### src/rtl/preset_arbiter.sv
// Preset-button front end: per-channel sync + debounce + edge one-shot, sticky
// pending requests, lowest-index priority pick offered over valid/ready.

module preset_debounce #(
   parameter int DEBOUNCE_CYCLES = 4,
   parameter int CNT_W           = 16
) (
   input  logic i_clk,
   input  logic i_reset,
   input  logic i_raw,
   output logic o_stable
);
   logic             r_sync1, r_sync2, r_stable;
   logic [CNT_W-1:0] r_cnt;

   // Any sample agreeing with the stable level restarts the count, so only an
   // uninterrupted run of DEBOUNCE_CYCLES differing samples flips the level.
   always_ff @(posedge i_clk or negedge i_reset) begin
      if (!i_reset) begin
         r_sync1  <= 1'b0;
         r_sync2  <= 1'b0;
         r_stable <= 1'b0;
         r_cnt    <= '0;
      end else begin
         r_sync1 <= i_raw;
         r_sync2 <= r_sync1;
         if (r_sync2 == r_stable) begin
            r_cnt <= '0;
         end else if (r_cnt < CNT_W'(DEBOUNCE_CYCLES - 1)) begin
            r_cnt <= r_cnt + CNT_W'(1);
         end else begin
            r_stable <= r_sync2;
            r_cnt    <= '0;
         end
      end
   end

   assign o_stable = r_stable;
endmodule

module preset_arbiter #(
   parameter int N_CH            = 3,
   parameter int DEBOUNCE_CYCLES = 4,
   parameter int CNT_W           = 16,
   parameter int ID_W            = 2
) (
   input  logic            i_clk,
   input  logic            i_reset,
   input  logic [N_CH-1:0] i_presets,
   input  logic            i_clear,
   input  logic            i_req_ready,
   output logic            o_req_valid,
   output logic [ID_W-1:0] o_req_id,
   output logic [N_CH-1:0] o_req_onehot,
   output logic [N_CH-1:0] o_edge_pulse,
   output logic            o_drop_pulse
);
   typedef enum logic {S_IDLE, S_OFFER} state_t;

   logic [N_CH-1:0] w_stable, w_rise, w_accept_mask, w_low_oh, w_oh_nxt;
   logic [N_CH-1:0] r_stable_d, r_pending, r_edge, r_req_onehot;
   logic [ID_W-1:0] w_low_id, w_id_nxt, r_req_id;
   logic            w_valid_nxt, r_req_valid, r_drop;
   state_t          r_state, w_state_nxt;

   for (genvar g = 0; g < N_CH; g++) begin : g_ch
      preset_debounce #(
         .DEBOUNCE_CYCLES(DEBOUNCE_CYCLES),
         .CNT_W          (CNT_W)
      ) u_deb (
         .i_clk   (i_clk),
         .i_reset (i_reset),
         .i_raw   (i_presets[g]),
         .o_stable(w_stable[g])
      );
   end

   assign w_rise        = w_stable & ~r_stable_d;
   assign w_accept_mask = (r_state == S_OFFER && !i_clear && i_req_ready) ? r_req_onehot : '0;

   // Scan from the top so the lowest set index is the last one written.
   always_comb begin
      w_low_id = '0;
      w_low_oh = '0;
      for (int i = N_CH - 1; i >= 0; i--) begin
         if (r_pending[i]) begin
            w_low_id    = ID_W'(i);
            w_low_oh    = '0;
            w_low_oh[i] = 1'b1;
         end
      end
   end

   always_comb begin
      w_state_nxt = r_state;
      w_id_nxt    = r_req_id;
      w_valid_nxt = r_req_valid;
      w_oh_nxt    = r_req_onehot;
      case (r_state)
         S_IDLE: begin
            w_valid_nxt = 1'b0;
            w_oh_nxt    = '0;
            if (!i_clear && |r_pending) begin
               w_state_nxt = S_OFFER;
               w_id_nxt    = w_low_id;
               w_valid_nxt = 1'b1;
               w_oh_nxt    = w_low_oh;
            end
         end
         S_OFFER: begin
            if (i_clear || i_req_ready) begin
               w_state_nxt = S_IDLE;
               w_valid_nxt = 1'b0;
               w_oh_nxt    = '0;
            end
         end
         default: begin
            w_state_nxt = S_IDLE;
            w_valid_nxt = 1'b0;
            w_oh_nxt    = '0;
         end
      endcase
   end

   always_ff @(posedge i_clk or negedge i_reset) begin
      if (!i_reset) begin
         r_state      <= S_IDLE;
         r_req_id     <= '0;
         r_req_valid  <= 1'b0;
         r_req_onehot <= '0;
         r_stable_d   <= '0;
         r_pending    <= '0;
         r_edge       <= '0;
         r_drop       <= 1'b0;
      end else begin
         r_state      <= w_state_nxt;
         r_req_id     <= w_id_nxt;
         r_req_valid  <= w_valid_nxt;
         r_req_onehot <= w_oh_nxt;
         r_stable_d   <= w_stable;
         r_edge       <= w_rise;
         // Clear beats a coincident edge; a same-cycle accept+edge re-arms.
         if (i_clear) begin
            r_pending <= '0;
            r_drop    <= 1'b0;
         end else begin
            r_pending <= (r_pending & ~w_accept_mask) | w_rise;
            r_drop    <= |(w_rise & r_pending & ~w_accept_mask);
         end
      end
   end

   assign o_req_valid  = r_req_valid;
   assign o_req_id     = r_req_id;
   assign o_req_onehot = r_req_onehot;
   assign o_edge_pulse = r_edge;
   assign o_drop_pulse = r_drop;
endmodule

### config.mk
export PLATFORM = sky130hd
export DESIGN_NAME = preset_arbiter
export DESIGN_NICKNAME = d
export VERILOG_FILES = /design/src/rtl/preset_arbiter.sv
export SDC_FILE = /design/constraint.sdc
export NUM_CORES = 1
export LEC_CHECK = 0
export BUFFER_PORTS_ARGS = -buffer_cell sky130_fd_sc_hd__buf_2
export CORE_MARGIN = 2
export CORE_UTILIZATION = 36
export CTS_CLUSTER_SIZE = 24
export DETAILED_ROUTE_END_ITERATION = 10
export GPL_ROUTABILITY_DRIVEN = 0
export PLACE_DENSITY = 0.58
export SLEW_MARGIN = 10
export SYNTH_ARGS = -nofsm -noshare
export SYNTH_HDL_FRONTEND = slang
export SYNTH_SLANG_ARGS = --single-unit
### constraint.sdc
create_clock -name i_clk -period 2 [get_ports i_clk]
set_clock_uncertainty 0.1 [all_clocks]
set_input_delay 0.4 -clock i_clk [delete_from_list [all_inputs] [get_ports i_clk]]
set_output_delay 0.4 -clock i_clk [all_outputs]
set_load 0.01 [all_outputs]
==> flow_summary_export.csv, run 1 <==
group,metric,value,unit
outcome,run_status,"finished, final reports clean",
detailed_routing,vias,1220,
worst_setup_path,reg2reg_to,"g_ch[2].u_deb.o_stable",
synth,synthFlopType,"dfrtp_1",
timing,setup-tns-final,0,ns
worst_setup_path,critPathArrivalTime,1.67,ns
timing,finalSetupViolations,0,
floorplan,die_width,84.1,µm
placement,hpwlAfterDp,2040,µm
detailed_routing,wire_per_inst,10.4,µm
synth,synthTopCellsByArea,"dfrtp_1, nor4_1, a21oi_1",
clock_network,clock-sinks,74,
placement,numPortBuffers,16,
synth,synthTopCellsByCount,"dfrtp_1, a21oi_1, nor4_1, nor2_1",
worst_setup_path,max_stage_delay,0.39,ns
worst_setup_path,cp_num_buf_inv,0,
detailed_routing,drtIter0Drc,35,
detailed_routing,route.final.wire_length,3090,µm
placement,dp.cells,281,
detailed_routing,drt_first_pass_iters,4,
floorplan,dieHeight,84.1,µm
worst_setup_path,ff2ff_setup_slack,0.46,ns
synth,avgSynthCellArea,15.7,µm²
synth,syn_inst,147,
worst_hold_path,min_delay_path_depth,1,
worst_setup_path,crit_path_max_fanout,3,
synth,synth-async-reset-ratio,100,%
worst_hold_path,min_path_type,"primary input to flop",
timing,final-max-slew-violation-count,0,
synth,ys_seq_area_share,80.2,%
layout,utilization,45.9,%
timing,finalHoldViolCount,0,
worst_hold_path,min_to,"g_ch[2].u_deb.r_sync1",
clock_network,cts_max_path_buffers,2,
timing,relSlewSlack,66.5,%
clock_network,cts_tree,"yes",
layout,fillCellCount,565,
timing,worst_pin_slew,0.503,ns
synth,yosysMostFrequentCell,"dfrtp_1",
layout,multi_input_area,603,µm²
clock_network,cts-root-buf,"clkbuf_8",
worst_setup_path,cpMaxStageDelayCell,"dfrtp_1",
worst_setup_path,path_cells,"ha_1, nor4_1, nand4_1, mux2_2",
layout,layout.nets,226,
layout,syn_to_final_growth,24.6,%
clock_network,cts_buffers,9,
floorplan,floorplan.core_area,6280,µm²
synth,synth-seq-cells,74,
synth,synth_top_area_cell,"dfrtp_1",
synth,synth_edf_count,0,
clock_network,cts.htree.levels,3,
worst_setup_path,cp_top_family,"simple AND/OR/NAND/NOR gates",
worst_setup_path,required,2.13,ns
floorplan,initial_utilization,36.8,%
worst_setup_path,crit_path_start_kind,"flop",
floorplan,row_count,29,
pwr,peakVddDrop,470,µV
layout,regArea,1850,µm²
synth,syn_area,2310,µm²
worst_setup_path,rr_startpoint,"g_ch[2].u_deb.r_cnt[0]",
clock_network,path_clk_slew,0.07,ns
pwr,total_power,2.90,mW
grt,antenna_found_initial,0,
grt,grt_max_degree,29,
pwr,p_leak,1.35,nW
floorplan,die-area,7070,µm²
floorplan,ios,17,
grt,grt_overflow,0,
timing,rsz0062_at_grt,"false",
clock_network,insertion_delay,0.34,ns
timing,period_minus_slack,1.54,ns
grt,grt_pass1_wl,5750,µm
synth,synthDistinctLibCells,23,
detailed_routing,post-route-drc-count,0,
detailed_routing,viasPerCell,4.09,
timing,hold_ws,0.0634,ns
clock_network,cts_setup_buffers,0,
layout,drive_gt1_share,15.8,%
flow_run,cap_viol_max_count,0,
worst_setup_path,crit_type,"flop to flop",
worst_hold_path,hp-start,"i_presets[2]",
grt,grt_usage,10.7,%
grt,first_global_vias,1316,
timing,fin_crit_sh,77.2,%
worst_setup_path,critPathCaptureType,"flop",
synth,synth_top_area_share,80.2,%
timing,fmax,647,MHz
worst_setup_path,r2r_cells,4,
pwr,p_per_area,1010,nW/µm²
detailed_routing,postRouteAntennaNets,0,
layout,instances_no_fill,298,
synth,yosysWarnings,0,
layout,diodes,0,
-- area by class of cell --
| type | instances | share of cell area (%) |
|---|---|---|
| Tap cell | 77 | 3.35 |
| Clock inverter | 2 | 1.22 |
| Clock buffer | 14 | 5.65 |
| Sequential cell | 74 | 64.3 |
| Multi-Input combinational cell | 112 | 20.9 |
| Timing Repair Buffer | 19 | 4.52 |
-- placed cells by master, fill, tap and decap left out, types with 2 or more instances in the layout --
cell,netlist,final
nor3b_1,4,4
nand3_1,5,5
nand4_1,3,3
conb_1,1,42
buf_2,1,16
dfrtp_1,74,74
clkbuf_1,1,3
clkbuf_8,0,11
a21oi_1,11,11
buf_12,0,2
nor3_1,6,6
ha_1,3,3
nor2b_1,6,6
nor2_1,7,7
xnor2_1,3,3
mux2_2,3,3
nor4_1,9,9
o21ai_0,2,2
nand4b_1,2,2
-- state kept, by name, indices dropped and copies added, names as in the netlist, 2 cells and up --
name and count:
g_ch.u_deb.o_stable 3, o_edge_pulse 3, r_stable_d 3, r_pending 3
g_ch.u_deb.r_sync1 3, g_ch.u_deb.r_sync2 3, o_req_id 2, o_req_onehot 3
g_ch.u_deb.r_cnt 48
-- what timing repair did --
action / 4_1_cts / 5_1_grt
endpoints found under the hold margin: 19 / 0
gates resized for setup: 0 / 0
hold buffers: 1 / 0
-- metrics by stage --
stage | area [µm²] | setup slack, ns
floorplan | 2460 | 0.631
global placement | 2670 | 0.554
detailed placement | 2670 | 0.467
CTS | 2880 | 0.457
global route | 2880 | 0.332
finish | 2880 | 0.456
-- worst max-delay path by stage --
stage / from / endpoint / slack, ns / cells past startpoint
after floorplan: g_ch[2].u_deb.r_cnt[0] / g_ch[2].u_deb.o_stable / 0.63 / 4
after global placement: g_ch[2].u_deb.r_cnt[0] / g_ch[2].u_deb.o_stable / 0.55 / 4
after detailed placement: g_ch[2].u_deb.r_cnt[0] / g_ch[2].u_deb.o_stable / 0.47 / 4
after CTS: g_ch[2].u_deb.r_cnt[0] / g_ch[2].u_deb.o_stable / 0.46 / 4
after global routing: g_ch[2].u_deb.r_cnt[0] / g_ch[2].u_deb.o_stable / 0.33 / 4
final: g_ch[2].u_deb.r_cnt[0] / g_ch[2].u_deb.o_stable / 0.46 / 4
-- worst register-to-register path, stage by stage, from the launching register on --
cell and delay, ns:
dfrtp_1 0.39, ha_1 0.20, nor4_1 0.22, nand4_1 0.22, mux2_2 0.31
-- routing by layer --
metal | GRT usage [%] | wire (µm) | vias up
li1 | - | - | 612
met5 | 0 | 0 | -
met1 | 13.0 | 1440 | 578
met2 | 15.5 | 1390 | 20
met3 | 4.55 | 157 | 10
met4 | 7.04 | 98 | 0
-- report_power, final --
group,switching (mW),leakage (nW),total [mW],internal [mW]
clock,0.491,0.101,1.14,0.644
sequential,0.0411,0.895,1.62,1.58
combinational,0.0867,0.359,0.146,0.0594
total,0.619,1.35,2.90,2.28
-- cell families (layout without fill, tap and decap cells) --
logic type	count (synthesis)	count (layout)	synth area share, %
other cells	1	42	0.162
fa+ha+maj	3	3	1.63
compound gates	16	16	3.79
mux	3	3	1.46
xor+xnor	3	3	1.14
buf+inv	2	35	0.379
flops	74	74	80.2
simple gates	45	45	11.3
Note: power is estimated with default switching activity, not from simulation.
==> inputs of run 2 (changes only) <==
--- a/config.mk
+++ b/config.mk
@@ -5,13 +5,14 @@
 export SDC_FILE = /design/constraint.sdc
 export NUM_CORES = 1
 export LEC_CHECK = 0
+export ABC_AREA = 1
 export BUFFER_PORTS_ARGS = -buffer_cell sky130_fd_sc_hd__buf_2
 export CORE_MARGIN = 2
 export CORE_UTILIZATION = 36
 export CTS_CLUSTER_SIZE = 24
 export DETAILED_ROUTE_END_ITERATION = 10
 export GPL_ROUTABILITY_DRIVEN = 0
-export PLACE_DENSITY = 0.58
+export PLACE_DENSITY = 0.6
 export SLEW_MARGIN = 10
 export SYNTH_ARGS = -nofsm -noshare
 export SYNTH_HDL_FRONTEND = slang
==> constraint.sdc (replaced) <==
create_clock -name i_clk -period 1.4 [get_ports i_clk]
set_clock_uncertainty 0.1 [all_clocks]
set_input_delay 0.28 -clock i_clk [delete_from_list [all_inputs] [get_ports i_clk]]
set_output_delay 0.28 -clock i_clk [all_outputs]
set_load 0.01 [all_outputs]
==> run 2 against run 1 <==
Compared with the run above: the run now ends with DRC left; power grew 33%; non-clock buffer count grew 2; setup slack lost 0.33 ns; die area grew 4.1%; register-to-register slack lost 0.29 ns; via count grew 14%; sequential cell count is the same; sequential share of layout area shrank 1.6 points; routed wire length shrank 0.87%; critical endpoint is now o_req_onehot[1]; highest routed layer unchanged.
==> flow_summary_export.csv, run 2 <==
group,metric,value,unit
outcome,run_status,"finished with violations",
outcome,violations,"DRC",
clock_network,cts_setup_buffers,0,
worst_setup_path,path_cells,"buf_2",
flow_run,cap_viol_max_count,0,
layout,layout.nets,281,
layout,diodes,0,
floorplan,floorplan.core_area,6420,µm²
synth,syn_area,2410,µm²
clock_network,clock-sinks,74,
clock_network,cts.htree.levels,3,
layout,drive_gt1_share,11.6,%
pwr,peakVddDrop,451,µV
timing,setup-tns-final,0,ns
timing,fin_crit_sh,90.7,%
synth,synthTopCellsByCount,"dfrtp_1, nand2_1, nor2_1, inv_1, nand3_1",
clock_network,post_cts_resized,0,
layout,fillCellCount,603,
synth,avgSynthCellArea,12.1,µm²
synth,synth-async-reset-ratio,100,%
floorplan,ios,17,
floorplan,die_width,85.8,µm
worst_setup_path,crit_path_start_kind,"flop",
synth,syn_inst,199,
grt,first_global_vias,1341,
timing,finalHoldViolCount,0,
clock_network,insertion_delay,0.33,ns
worst_setup_path,required,1.02,ns
worst_setup_path,crit_path_max_fanout,3,
timing,period_minus_slack,1.27,ns
floorplan,row_count,29,
clock_network,cts_buffers,9,
floorplan,initial_utilization,37.5,%
synth,synthFlopType,"dfrtp_1",
synth,synth-seq-cells,74,
grt,grt_max_degree,75,
detailed_routing,drtIter0Drc,96,
detailed_routing,viasPerCell,3.93,
timing,final-max-slew-violation-count,0,
worst_setup_path,crit_type,"flop to output port",
synth,yosysWarnings,0,
timing,fmax,788,MHz
detailed_routing,post-route-drc-count,1,
layout,final_common_cell,"dfrtp_1",
layout,syn_to_final_growth,22.5,%
synth,synthDistinctLibCells,14,
worst_setup_path,cp_num_buf_inv,1,
worst_setup_path,ff2ff_setup_slack,0.17,ns
synth,synth_top_area_cell,"dfrtp_1",
worst_setup_path,r2r_cells,6,
worst_hold_path,min_path_type,"primary input to flop",
synth,synth_top_area_share,76.9,%
layout,largest_reg_flops,48,
placement,hpwlAfterDp,2000,µm
timing,rsz0062_at_grt,"false",
clock_network,cts-root-buf,"clkbuf_8",
detailed_routing,route.final.wire_length,3060,µm
layout,instances_no_fill,353,
worst_hold_path,hp-start,"i_clear",
placement,dp.cells,333,
grt,grt_overflow,0,
layout,layout_common_cells,"dfrtp_1, conb_1, nand2_1, nor2_1",
timing,finalSetupViolations,0,
detailed_routing,wire_per_inst,8.67,µm
worst_setup_path,critPathCaptureType,"output port",
synth,yosysMostFrequentCell,"dfrtp_1",
worst_setup_path,cpMaxStageDelayCell,"dfrtp_1",
worst_setup_path,max_stage_delay,0.41,ns
pwr,p_leak,1.52,nW
clock_network,postCtsHoldBufs,4,
synth,synth_edf_count,0,
worst_hold_path,min_delay_path_depth,2,
placement,numPortBuffers,16,
worst_setup_path,rr_startpoint,"g_ch[0].u_deb.r_cnt[0]",
clock_network,cts_max_path_buffers,2,
floorplan,die-area,7360,µm²
clock_network,cts_tree,"yes",
detailed_routing,drt_first_pass_iters,7,
detailed_routing,postRouteAntennaNets,0,
floorplan,dieHeight,85.8,µm
pwr,p_per_area,1310,nW/µm²
grt,grt_usage,10.2,%
clock_network,path_clk_slew,0.07,ns
worst_setup_path,critPathArrivalTime,0.89,ns
worst_setup_path,cp_top_family,"flip-flops",
grt,antenna_found_initial,0,
layout,regMostFlops,"g_ch.u_deb.r_cnt",
synth,ys_seq_area_share,76.9,%
worst_hold_path,min_to,"r_pending[1]",
detailed_routing,vias,1386,
synth,synthTopCellsByArea,"dfrtp_1, nand2_1, nor2_1",
grt,grt_pass1_wl,5580,µm
worst_setup_path,reg2reg_to,"g_ch[0].u_deb.r_cnt[0]",
run 2: cells by family after synthesis:
kind of cell             share of synthesized area [%]
AO/OA/AOI/OAI                                    0.831
flip-flops                                        76.9
other                                            0.156
XOR/XNOR                                          1.09
buffers and inverters                             3.12
adder cells (fa/ha/maj)                           1.56
AND/OR/NAND/NOR                                   16.4
run 2: how the worst max path moves through the flow:
| stage | from | to | slack [ns] | cells past startpoint |
|---|---|---|---|---|
| after floorplan | g_ch[0].u_deb.r_cnt[0] | g_ch[0].u_deb.o_stable | 0.25 | 7 |
| after global placement | g_ch[1].u_deb.r_cnt[0] | g_ch[1].u_deb.r_cnt[0] | 0.19 | 6 |
| after detailed placement | g_ch[0].u_deb.r_cnt[0] | g_ch[0].u_deb.r_cnt[0] | 0.16 | 6 |
| after CTS | o_req_onehot[1] | o_req_onehot[1] | 0.11 | 1 |
| after global routing | g_ch[0].u_deb.r_cnt[0] | g_ch[0].u_deb.o_stable | 0.02 | 7 |
| final | o_req_onehot[1] | o_req_onehot[1] | 0.13 | 1 |
run 2: area by class of cell:
cell class              instances  area, µm²  area share, %
clock buffers                  13        149           5.04
clock inverters                 3       15.0          0.509
inverters                      17       63.8           2.16
multi-input cells             148        636           21.5
flip-flops and latches         74       1850           62.7
well taps                      77       96.3           3.26
repair buffers                 21        140           4.75
run 2: through the flow:
stage	utilization [%]	cell area, µm²	power (mW)	worst slack, ns	hold slack [ns]
2_1_floorplan	-	2560	2.44	0.255	-0.116
6_report	46.0	2950	3.86	0.130	0.122
3_5_place_dp	42.8	2750	2.54	0.162	0.236
5_1_grt	46.0	2950	4.08	0.0159	0.128
3_3_place_gp	42.8	2750	2.54	0.189	0.234
4_1_cts	46.0	2950	3.94	0.107	0.103
run 2: where the power goes:
part / switching, mW / total [mW] / internal [mW]
combinational: 0.128 / 0.199 / 0.0709
sequential: 0.0515 / 2.30 / 2.25
clock: 0.678 / 1.36 / 0.685
total: 0.857 / 3.86 / 3.01
run 2: metal layers:
layer / share of wire (%) / GRT usage [%] / routed length, µm
met1: 46 / 11.7 / 1400
met2: 46 / 16.0 / 1420
met3: 4.6 / 2.98 / 140
met4: 3.2 / 7.79 / 99
met5: 0 / 0 / 0
